--- config.mk ---
export PLATFORM = sky130hd
export DESIGN_NAME = seq_div32x16_flat
export DESIGN_NICKNAME = d
export VERILOG_FILES = /design/src/rtl/seq_div32x16_if.sv /design/src/rtl/seq_div32x16.sv /design/src/flat_wrapper.sv
export SDC_FILE = /design/constraint.sdc
export NUM_CORES = 1
export LEC_CHECK = 0
export ABC_AREA = 1
export CORE_UTILIZATION = 40
export DETAILED_ROUTE_END_ITERATION = 16
export HOLD_SLACK_MARGIN = 0.02
export PLACE_DENSITY = 0.68
export SLEW_MARGIN = 20
export SYNTH_ARGS = -nofsm -noshare
export SYNTH_HDL_FRONTEND = slang
export SYNTH_SLANG_ARGS = --single-unit
--- constraint.sdc ---
create_clock -name clk -period 1.8 [get_ports clk]
set_input_delay 0.45 -clock clk [delete_from_list [all_inputs] [get_ports clk]]
set_output_delay 0.45 -clock clk [all_outputs]
set_load 0.05 [all_outputs]
--- src/rtl/seq_div32x16_if.sv ---
// Operand/result handshake bundle for seq_div32x16.
// master drives operands and result acceptance; slave is the divider.
interface seq_div32x16_if;
  logic        in_valid;
  logic        in_ready;
  logic [31:0] dividend;
  logic [15:0] divisor;
  logic        out_valid;
  logic        out_ready;
  logic [31:0] quotient;
  logic [15:0] remainder;
  logic        div_by_zero;

  modport master (
    output in_valid,
    output dividend,
    output divisor,
    output out_ready,
    input  in_ready,
    input  out_valid,
    input  quotient,
    input  remainder,
    input  div_by_zero
  );

  modport slave (
    input  in_valid,
    input  dividend,
    input  divisor,
    input  out_ready,
    output in_ready,
    output out_valid,
    output quotient,
    output remainder,
    output div_by_zero
  );
endinterface

--- src/rtl/seq_div32x16.sv ---
// Sequential unsigned 32/16 restoring divider, one quotient bit per cycle.
// Single-issue: a new operand pair is taken only after the result is consumed.
module seq_div32x16 (
  input  logic            clk,
  input  logic            rst_n,
  seq_div32x16_if.slave   bus
);

  typedef enum logic [1:0] {
    IDLE,
    CALC,
    DONE
  } state_t;

  state_t      state;
  logic [4:0]  cnt;
  logic [31:0] q;
  logic [15:0] rem;
  logic [15:0] dsr;
  logic        dbz;
  logic        in_rdy;
  logic        out_vld;

  logic [16:0] trial;
  logic [16:0] diff;
  logic        ge;
  logic [16:0] rem_nxt;
  logic        unused_msb;

  // q holds the unconsumed dividend bits at its MSB end and
  // collects quotient bits at its LSB end as they are produced.
  always_comb begin
    trial      = {rem, q[31]};
    diff       = trial - {1'b0, dsr};
    ge         = (trial >= {1'b0, dsr});
    rem_nxt    = ge ? diff : trial;
    unused_msb = rem_nxt[16];
  end

  // Control FSM and datapath registers with registered handshake outputs.
  always_ff @(posedge clk) begin
    if (!rst_n) begin
      state   <= IDLE;
      cnt     <= 5'd0;
      q       <= 32'd0;
      rem     <= 16'd0;
      dsr     <= 16'd0;
      dbz     <= 1'b0;
      in_rdy  <= 1'b1;
      out_vld <= 1'b0;
    end else begin
      unique case (state)
        IDLE: begin
          if (bus.in_valid) begin
            in_rdy <= 1'b0;
            if (bus.divisor == 16'd0) begin
              q       <= 32'hFFFF_FFFF;
              rem     <= bus.dividend[15:0];
              dsr     <= 16'd0;
              dbz     <= 1'b1;
              out_vld <= 1'b1;
              state   <= DONE;
            end else begin
              q     <= bus.dividend;
              rem   <= 16'd0;
              dsr   <= bus.divisor;
              dbz   <= 1'b0;
              cnt   <= 5'd31;
              state <= CALC;
            end
          end
        end
        CALC: begin
          q   <= {q[30:0], ge};
          rem <= rem_nxt[15:0];
          cnt <= cnt - 5'd1;
          if (cnt == 5'd0) begin
            out_vld <= 1'b1;
            state   <= DONE;
          end
        end
        DONE: begin
          if (bus.out_ready) begin
            out_vld <= 1'b0;
            in_rdy  <= 1'b1;
            state   <= IDLE;
          end
        end
        default: begin
          out_vld <= 1'b0;
          in_rdy  <= 1'b1;
          state   <= IDLE;
        end
      endcase
    end
  end

  assign bus.in_ready    = in_rdy;
  assign bus.out_valid   = out_vld;
  assign bus.quotient    = q;
  assign bus.remainder   = rem;
  assign bus.div_by_zero = dbz;

endmodule

--- src/flat_wrapper.sv ---
// flat-port wrapper written by rule: the top's interface ports become plain ports
module seq_div32x16_flat 
  (clk, rst_n, bus_in_valid, bus_dividend, bus_divisor, bus_out_ready, bus_in_ready, bus_out_valid, bus_quotient, bus_remainder, bus_div_by_zero);
  seq_div32x16_if bus_i ();
  input  logic clk;
  input  logic rst_n;
  input wire logic [$bits(bus_i.in_valid)-1:0] bus_in_valid;
  input wire logic [$bits(bus_i.dividend)-1:0] bus_dividend;
  input wire logic [$bits(bus_i.divisor)-1:0] bus_divisor;
  input wire logic [$bits(bus_i.out_ready)-1:0] bus_out_ready;
  output wire logic [$bits(bus_i.in_ready)-1:0] bus_in_ready;
  output wire logic [$bits(bus_i.out_valid)-1:0] bus_out_valid;
  output wire logic [$bits(bus_i.quotient)-1:0] bus_quotient;
  output wire logic [$bits(bus_i.remainder)-1:0] bus_remainder;
  output wire logic [$bits(bus_i.div_by_zero)-1:0] bus_div_by_zero;
  assign bus_i.in_valid = bus_in_valid;
  assign bus_i.dividend = bus_dividend;
  assign bus_i.divisor = bus_divisor;
  assign bus_i.out_ready = bus_out_ready;
  assign bus_in_ready = bus_i.in_ready;
  assign bus_out_valid = bus_i.out_valid;
  assign bus_quotient = bus_i.quotient;
  assign bus_remainder = bus_i.remainder;
  assign bus_div_by_zero = bus_i.div_by_zero;
  seq_div32x16 u_core (.clk(clk), .rst_n(rst_n), .bus(bus_i));
endmodule
==> flow_metrics.py, run 1 <==
metrics = {
    "outcome": {
        "status": "finished with violations",
        "violations": "setup timing",
    },
    "final_layout": {
        "nets": 947,
        "final_common_cell": "buf_4",
        "seqCellArea_sq_mm": 0.00155,
        "fill_cells": 933,
        "layout_common_cells": "buf_4, nand2_1, inv_1",
        "multiInputGateArea_sq_mm": 0.00320,
        "stdcell_count": 1021,
        "final_util_pct": 68.0,
        "drive_gt1_share_pct": 40.2,
        "area_growth_pct": 63.9,
        "antennaDiodeCount": 0,
    },
    "synthesis": {
        "muxShareOfSynthArea_pct": 3.30,
        "syn-num-nets": 757,
        "synthCells": 686,
        "synth_xor_xnor_area_share_pct": 1.73,
        "synth_top_family_by_area": "simple AND/OR/NAND/NOR gates",
        "synth_top_area_share_pct": 32.5,
        "synth_area_sq_mm": 0.00456,
        "async_flop_share_pct": 0,
        "ys_ff_latch": 74,
        "syn_avg_cell_area_sq_um": 6.64,
        "yosys.area_share.simple_pct": 29.3,
        "yosys_warnings": 0,
        "netlist_top_cells_area": "dfxtp_1, nand2_1, a21oi_1",
        "yosys.area.top_type": "dfxtp_1",
        "synthAdderAreaFrac_pct": 5.38,
        "synth_compound_area_share_pct": 16.3,
        "yosysSeqAreaShare_pct": 32.5,
        "synth_ff_type": "dfxtp_1",
        "synth_edf_count": 0,
        "yosys.cell_types.count": 41,
    },
    "drt": {
        "dr.pass1.iters": 5,
        "wl_met1_microns": 6500,
        "wl_met2_microns": 7960,
        "vias": 5260,
        "route.met3.wl_microns": 808,
        "drc": 0,
        "ant_nets": 0,
        "routed_wl_microns": 15800,
        "drt-initial-drc-count": 275,
        "wl_per_cell_microns": 15.5,
        "via_per_inst": 5.15,
        "routed.top_layer": "met4",
    },
    "sta": {
        "rsz0062_at_grt": "true",
        "fin_crit_sh_pct": 105,
        "setup_viol": 15,
        "holdWs_ns": 0.469,
        "drv_slew": 0,
        "finalHoldViolCount": 0,
        "fin_skew_ns": 0.00910,
        "worst_slack_ns": -0.0878,
        "slew-limit-headroom_pct": 68.1,
        "fmax_mhz": 530,
        "min_period_ns": 1.89,
        "worst_pin_slew_ns": 0.465,
    },
    "critical_path": {
        "crit_type": "flop to flop",
        "cp-start-kind": "flop",
        "endpoint_kind": "flop",
        "worst-path-max-fanout": 3,
        "worstPathArrival_ns": 2.12,
        "crit_required_ns": 2.03,
    },
    "die": {
        "rows": 38,
        "die_h_microns": 109,
        "ios": 103,
        "fp.dieArea_sq_mm": 0.0118,
        "start_util_pct": 41.5,
        "die_w_microns": 109,
        "core-area_sq_mm": 0.0110,
    },
    "min_path": {
        "min_path_type": "flop to flop",
    },
    "clocking": {
        "cts_max_path_buffers": 2,
        "cts_max_level": 3,
        "cts_hold_buf": 0,
        "clk_pin_slew_worst_paths_ns": 0.06,
        "cts_sinks": 74,
        "cts_tree": "yes",
        "worstSkewPairLatency_ns": 0.35,
        "cts_buffers": 9,
        "root_buffer": "clkbuf_16",
    },
    "job": {
        "drv_cap": 0,
    },
    "place": {
        "gp_congestion": 0.886,
        "dp_hpwl_microns": 11600,
        "io_buffers": 102,
        "placed_cells": 990,
    },
    "global_route": {
        "grt_pass1_vias": 4957,
        "grt_pass1_wl_microns": 24100,
        "grt_max_degree": 36,
        "grt_util_all_layers_pct": 26.7,
        "overflow": 0,
        "antenna_found_initial": 0,
    },
    "pwr": {
        "p_leak_uw": 0.00339,
        "ir_drop_mv": 0.768,
        "power_density_mw_per_mm2": 1510,
    },
}
## cell type report
cell class / instances / share of cell area, %
Clock buffer: 13 / 3.64
Timing Repair Buffer: 207 / 24.5
Tap cell: 140 / 2.35
Sequential cell: 74 / 20.8
Multi-Input combinational cell: 481 / 42.9
Inverter: 103 / 5.26
Clock inverter: 3 / 0.587
## through the flow
stage | cell area (sq um) | power [uW] | worst slack, ns | setup TNS (ns)
after floorplan | 4730 | 5720 | 0.00481 | 0
after global placement | 6420 | 7680 | -0.384 | -17.30
after detailed placement | 6420 | 7740 | -0.424 | -18.90
after CTS | 7080 | 10400 | -0.0869 | -0.454
after global routing | 7460 | 12000 | -0.184 | -2.00
final | 7460 | 11300 | -0.0878 | -0.565
## critical path: stages, from the launching register on
cell	delay (ns)
dfxtp_4	0.35
inv_4	0.06
ha_4	0.12
inv_2	0.04
fa_2	0.39
nand3_2	0.10
nand3_4	0.09
a21oi_2	0.16
xor2_1	0.23
nand2_1	0.10
nand3_2	0.08
a21oi_2	0.05
## path summary, 6_finish.rpt
path | from | to | slack, ns | cells after the start
worst min register to register | u_core.cnt[4] | u_core.cnt[4] | 0.47 | 2
worst max-delay path | u_core.bus.quotient[31] | u_core.bus.remainder[8] | -0.09 | 11
worst min-delay path | u_core.cnt[4] | u_core.cnt[4] | 0.47 | 2
worst max register to register | u_core.bus.quotient[31] | u_core.bus.remainder[8] | -0.09 | 11
## synthesized netlist by cell type, types with 3 or more instances
| library cell | number |
|---|---|
| nand3b_1 | 14 |
| buf_2 | 11 |
| a21oi_1 | 78 |
| ha_1 | 18 |
| nand4_1 | 4 |
| nor3_1 | 6 |
| nand3_1 | 47 |
| nand2_1 | 163 |
| or2_2 | 8 |
| nor2_1 | 47 |
| inv_2 | 3 |
| dfxtp_1 | 74 |
| o21ai_0 | 38 |
| o2111ai_1 | 8 |
| xor2_1 | 3 |
| inv_1 | 99 |
| xnor2_1 | 6 |
| clkbuf_1 | 12 |
| mux2i_1 | 15 |
| a31oi_1 | 3 |
## cell families (layout without fill, tap and decap cells)
| kind of cell | after synthesis | count (layout) |
|---|---|---|
| adders and majority gates | 19 | 19 |
| DFF | 74 | 74 |
| AOI/OAI and AO/OA | 137 | 137 |
| and+or+nand+nor | 301 | 301 |
| xor gates and xnor gates | 9 | 9 |
| muxes | 15 | 15 |
| buffers and inverters | 131 | 326 |
## metal layers
metal | vias up | GRT usage, %
li1 | 2615 | -
met1 | 2444 | 32.6
met2 | 164 | 46.0
met3 | 37 | 4.84
met4 | 0 | 11.4
met5 | - | 0
## sequential cells by signal, summed over array words and instances, names as in the netlist
signal and cells:
u_core.bus.quotient 32, u_core.bus.remainder 16, u_core.dsr 16, u_core.cnt 5
u_core.state 2, u_core.bus.div_by_zero 1, u_core.bus.in_ready 1, u_core.bus.out_valid 1
## repair_timing
action,4_1_cts,5_1_grt
endpoints found under the setup margin,41,42
buffers inserted,8,5
pin swaps,20,46
gates cloned,2,1
resized for setup,74,91
## power breakdown
part | internal, uW | switching [uW] | leakage [uW]
logic | 3050 | 4070 | 0.00261
registers | 1950 | 254 | 0.000627
clock network | 1200 | 750 | 0.000155
total | 6190 | 5070 | 0.00339
Power figures use the tool's default switching activity.
==> run 2, diff against run 1 <==
CTS_CLUSTER_DIAMETER = 50   (was default)
==> results of run 2 <==
The final DEF is identical to that of run 1; final timing and power are the same.
==> run 3, diff against run 2 <==
==> constraint.sdc (replaced) <==
create_clock -name clk -period 1.8 [get_ports clk]
set_input_delay 0.45 -clock clk [delete_from_list [all_inputs] [get_ports clk]]
set_output_delay 0.45 -clock clk [all_outputs]
set_load 0.02 [all_outputs]
==> run 3 against run 2 <==
The run still ends with setup timing left; combinational power about the same; sequential power about the same; worst hold slack got worse by 0.061 ns; maximum frequency decreased by 3.4%; wire length increased by 7.9%; worst setup slack got worse by 0.066 ns; largest power group unchanged; highest routed layer unchanged.
==> flow_metrics.py, run 3 (synthesis results as in run 1) <==
metrics = {
    "pwr": {
        "power_density_mw_per_mm2": 1490,
        "power_switching_uw": 4820,
        "clkPwrFrac_pct": 18.4,
        "seqPwrFrac_pct": 19.2,
        "report.power.total_uw": 11400,
        "p_leak_uw": 0.00372,
        "pwr-share-comb_pct": 62.4,
        "switching_share_pct": 42.3,
        "ir_drop_mv": 0.772,
        "cell_internal_pwr_uw": 6570,
    },
    "drt": {
        "via_per_inst": 5.22,
        "drc": 0,
        "dr.pass1.iters": 5,
        "ant_nets": 0,
        "vias": 5334,
        "drt-initial-drc-count": 341,
        "wl_per_cell_microns": 16.7,
        "routed_wl_microns": 17000,
    },
    "sta": {
        "fin_tns_setup_ns": -1.24,
        "worst_pin_slew_ns": 0.419,
        "setup_viol": 15,
        "rsz0062_at_grt": "true",
        "min_period_ns": 1.95,
        "worst_slack_ns": -0.154,
        "fmax_mhz": 512,
        "fin_crit_sh_pct": 109,
        "fin_skew_ns": 0.00851,
        "slew-limit-headroom_pct": 71.8,
        "finalHoldViolCount": 0,
        "drv_slew": 0,
    },
    "min_path": {
        "min_path_type": "input port to flop",
        "min_path_cells": 3,
    },
    "global_route": {
        "overflow": 0,
        "grt_pass1_vias": 5219,
        "grt_util_all_layers_pct": 28.9,
        "grt_max_degree": 45,
        "grt_pass1_wl_microns": 26000,
        "antenna_found_initial": 0,
    },
    "die": {
        "ios": 103,
        "fp.dieArea_sq_mm": 0.0118,
        "start_util_pct": 41.5,
        "core-area_sq_mm": 0.0110,
        "die_h_microns": 109,
        "rows": 38,
        "die_w_microns": 109,
    },
    "critical_path": {
        "endpoint_kind": "flop",
        "cpMaxStageDelayCell": "dfxtp_2",
        "worstPathCellList": "inv_2, ha_4, nand2_1, nand2_1, inv_1, nand2_2, nand2_2, nand3_4, nand2_4, nand2_4, buf_12, buf_8, nand2_1, nand3_1, a21oi_2",
        "worst-path-max-fanout": 4,
        "cp-start-kind": "flop",
        "worstPathArrival_ns": 2.23,
        "path_common_cell": "nand2_1",
        "crit_buf_inv": 4,
        "crit_type": "flop to flop",
        "cp_slowest_stage_delay_ns": 0.34,
        "worstSetupPathDepth": 15,
        "crit_required_ns": 2.07,
        "cp_top_family": "simple AND/OR/NAND/NOR gates",
        "reg2regPathDepth": 15,
    },
    "final_layout": {
        "antennaDiodeCount": 0,
        "fill_cells": 866,
        "largest_reg_flops": 32,
        "area_growth_pct": 68.2,
        "final_common_cell": "nand2_1",
        "drive_gt1_share_pct": 34.5,
        "layout_common_cells": "nand2_1, buf_4, inv_1",
        "nets": 948,
    },
    "clocking": {
        "clk_pin_slew_worst_paths_ns": 0.06,
        "worstSkewPairLatency_ns": 0.34,
        "root_buffer": "clkbuf_16",
        "cts_sinks": 74,
        "cts_buffers": 9,
        "cts_max_level": 3,
        "cts_max_path_buffers": 2,
        "cts_tree": "yes",
    },
    "outcome": {
        "status": "finished with violations",
        "violations": "setup timing",
    },
    "job": {
        "drv_cap": 0,
    },
    "place": {
        "gp_congestion": 0.898,
        "dp_hpwl_microns": 11900,
        "io_buffers": 102,
    },
}
-- run 3: worst paths after layout --
kind | endpoint | start | slack (ns)
min reg2reg | u_core.bus.in_ready | u_core.bus.in_ready | 0.46
min | u_core.dsr[11] | bus_divisor[11] | 0.41
max | u_core.bus.remainder[2] | u_core.dsr[4] | -0.15
max reg2reg | u_core.bus.remainder[2] | u_core.dsr[4] | -0.15
-- run 3: what timing repair did --
| action | 4_1_cts | 5_1_grt |
|---|---|---|
| resized for setup | 124 | 115 |
| endpoints found under the setup margin | 55 | 70 |
| hold buffers | 0 | 0 |
| cloned | 1 | 0 |
| buffers inserted | 11 | 9 |
| pin swaps | 19 | 44 |
-- run 3: power by group through the flow --
stage	clock, uW	combinational, uW	sequential (uW)
2_1_floorplan	0	2760	2370
3_3_place_gp	0	5060	2150
3_5_place_dp	0	5140	2160
4_1_cts	2120	6170	2180
5_1_grt	2190	7630	2220
6_report	2100	7110	2190
-- run 3: metrics by stage --
stage	hold slack [ns]	setup slack, ns	utilization [%]	std cells	area, sq um
after floorplan	0.443	0.0000876	-	686	4580
after global placement	0.445	-0.400	57.9	987	6360
after detailed placement	0.441	-0.409	57.9	987	6360
after CTS	0.466	-0.0918	66.0	1014	7240
after global routing	0.414	-0.241	69.8	1022	7660
final	0.408	-0.154	69.8	1022	7660
-- run 3: per-layer routing --
layer | routed length [microns] | vias up | GRT usage, %
met5 | 0 | - | 0
met4 | 451 | 0 | 9.36
met3 | 908 | 33 | 4.60
met2 | 8400 | 200 | 49.7
met1 | 7280 | 2492 | 36.7
li1 | - | 2609 | -
-- run 3: worst min-delay path, stage by stage --
cell	delay, ns
dlymetal6s2s_1	0.14
nand2_1	0.07
a21oi_1	0.05
-- run 3: area by class of cell --
class	instances	area, sq um	share of cell area (%)
well taps	140	175	2.29
clock buffers	10	229	2.99
clock inverters	6	113	1.47
inverters	103	397	5.18
flip-flops and latches	74	1520	19.8
repair buffers	208	1990	25.9
multi-input cells	481	3250	42.4
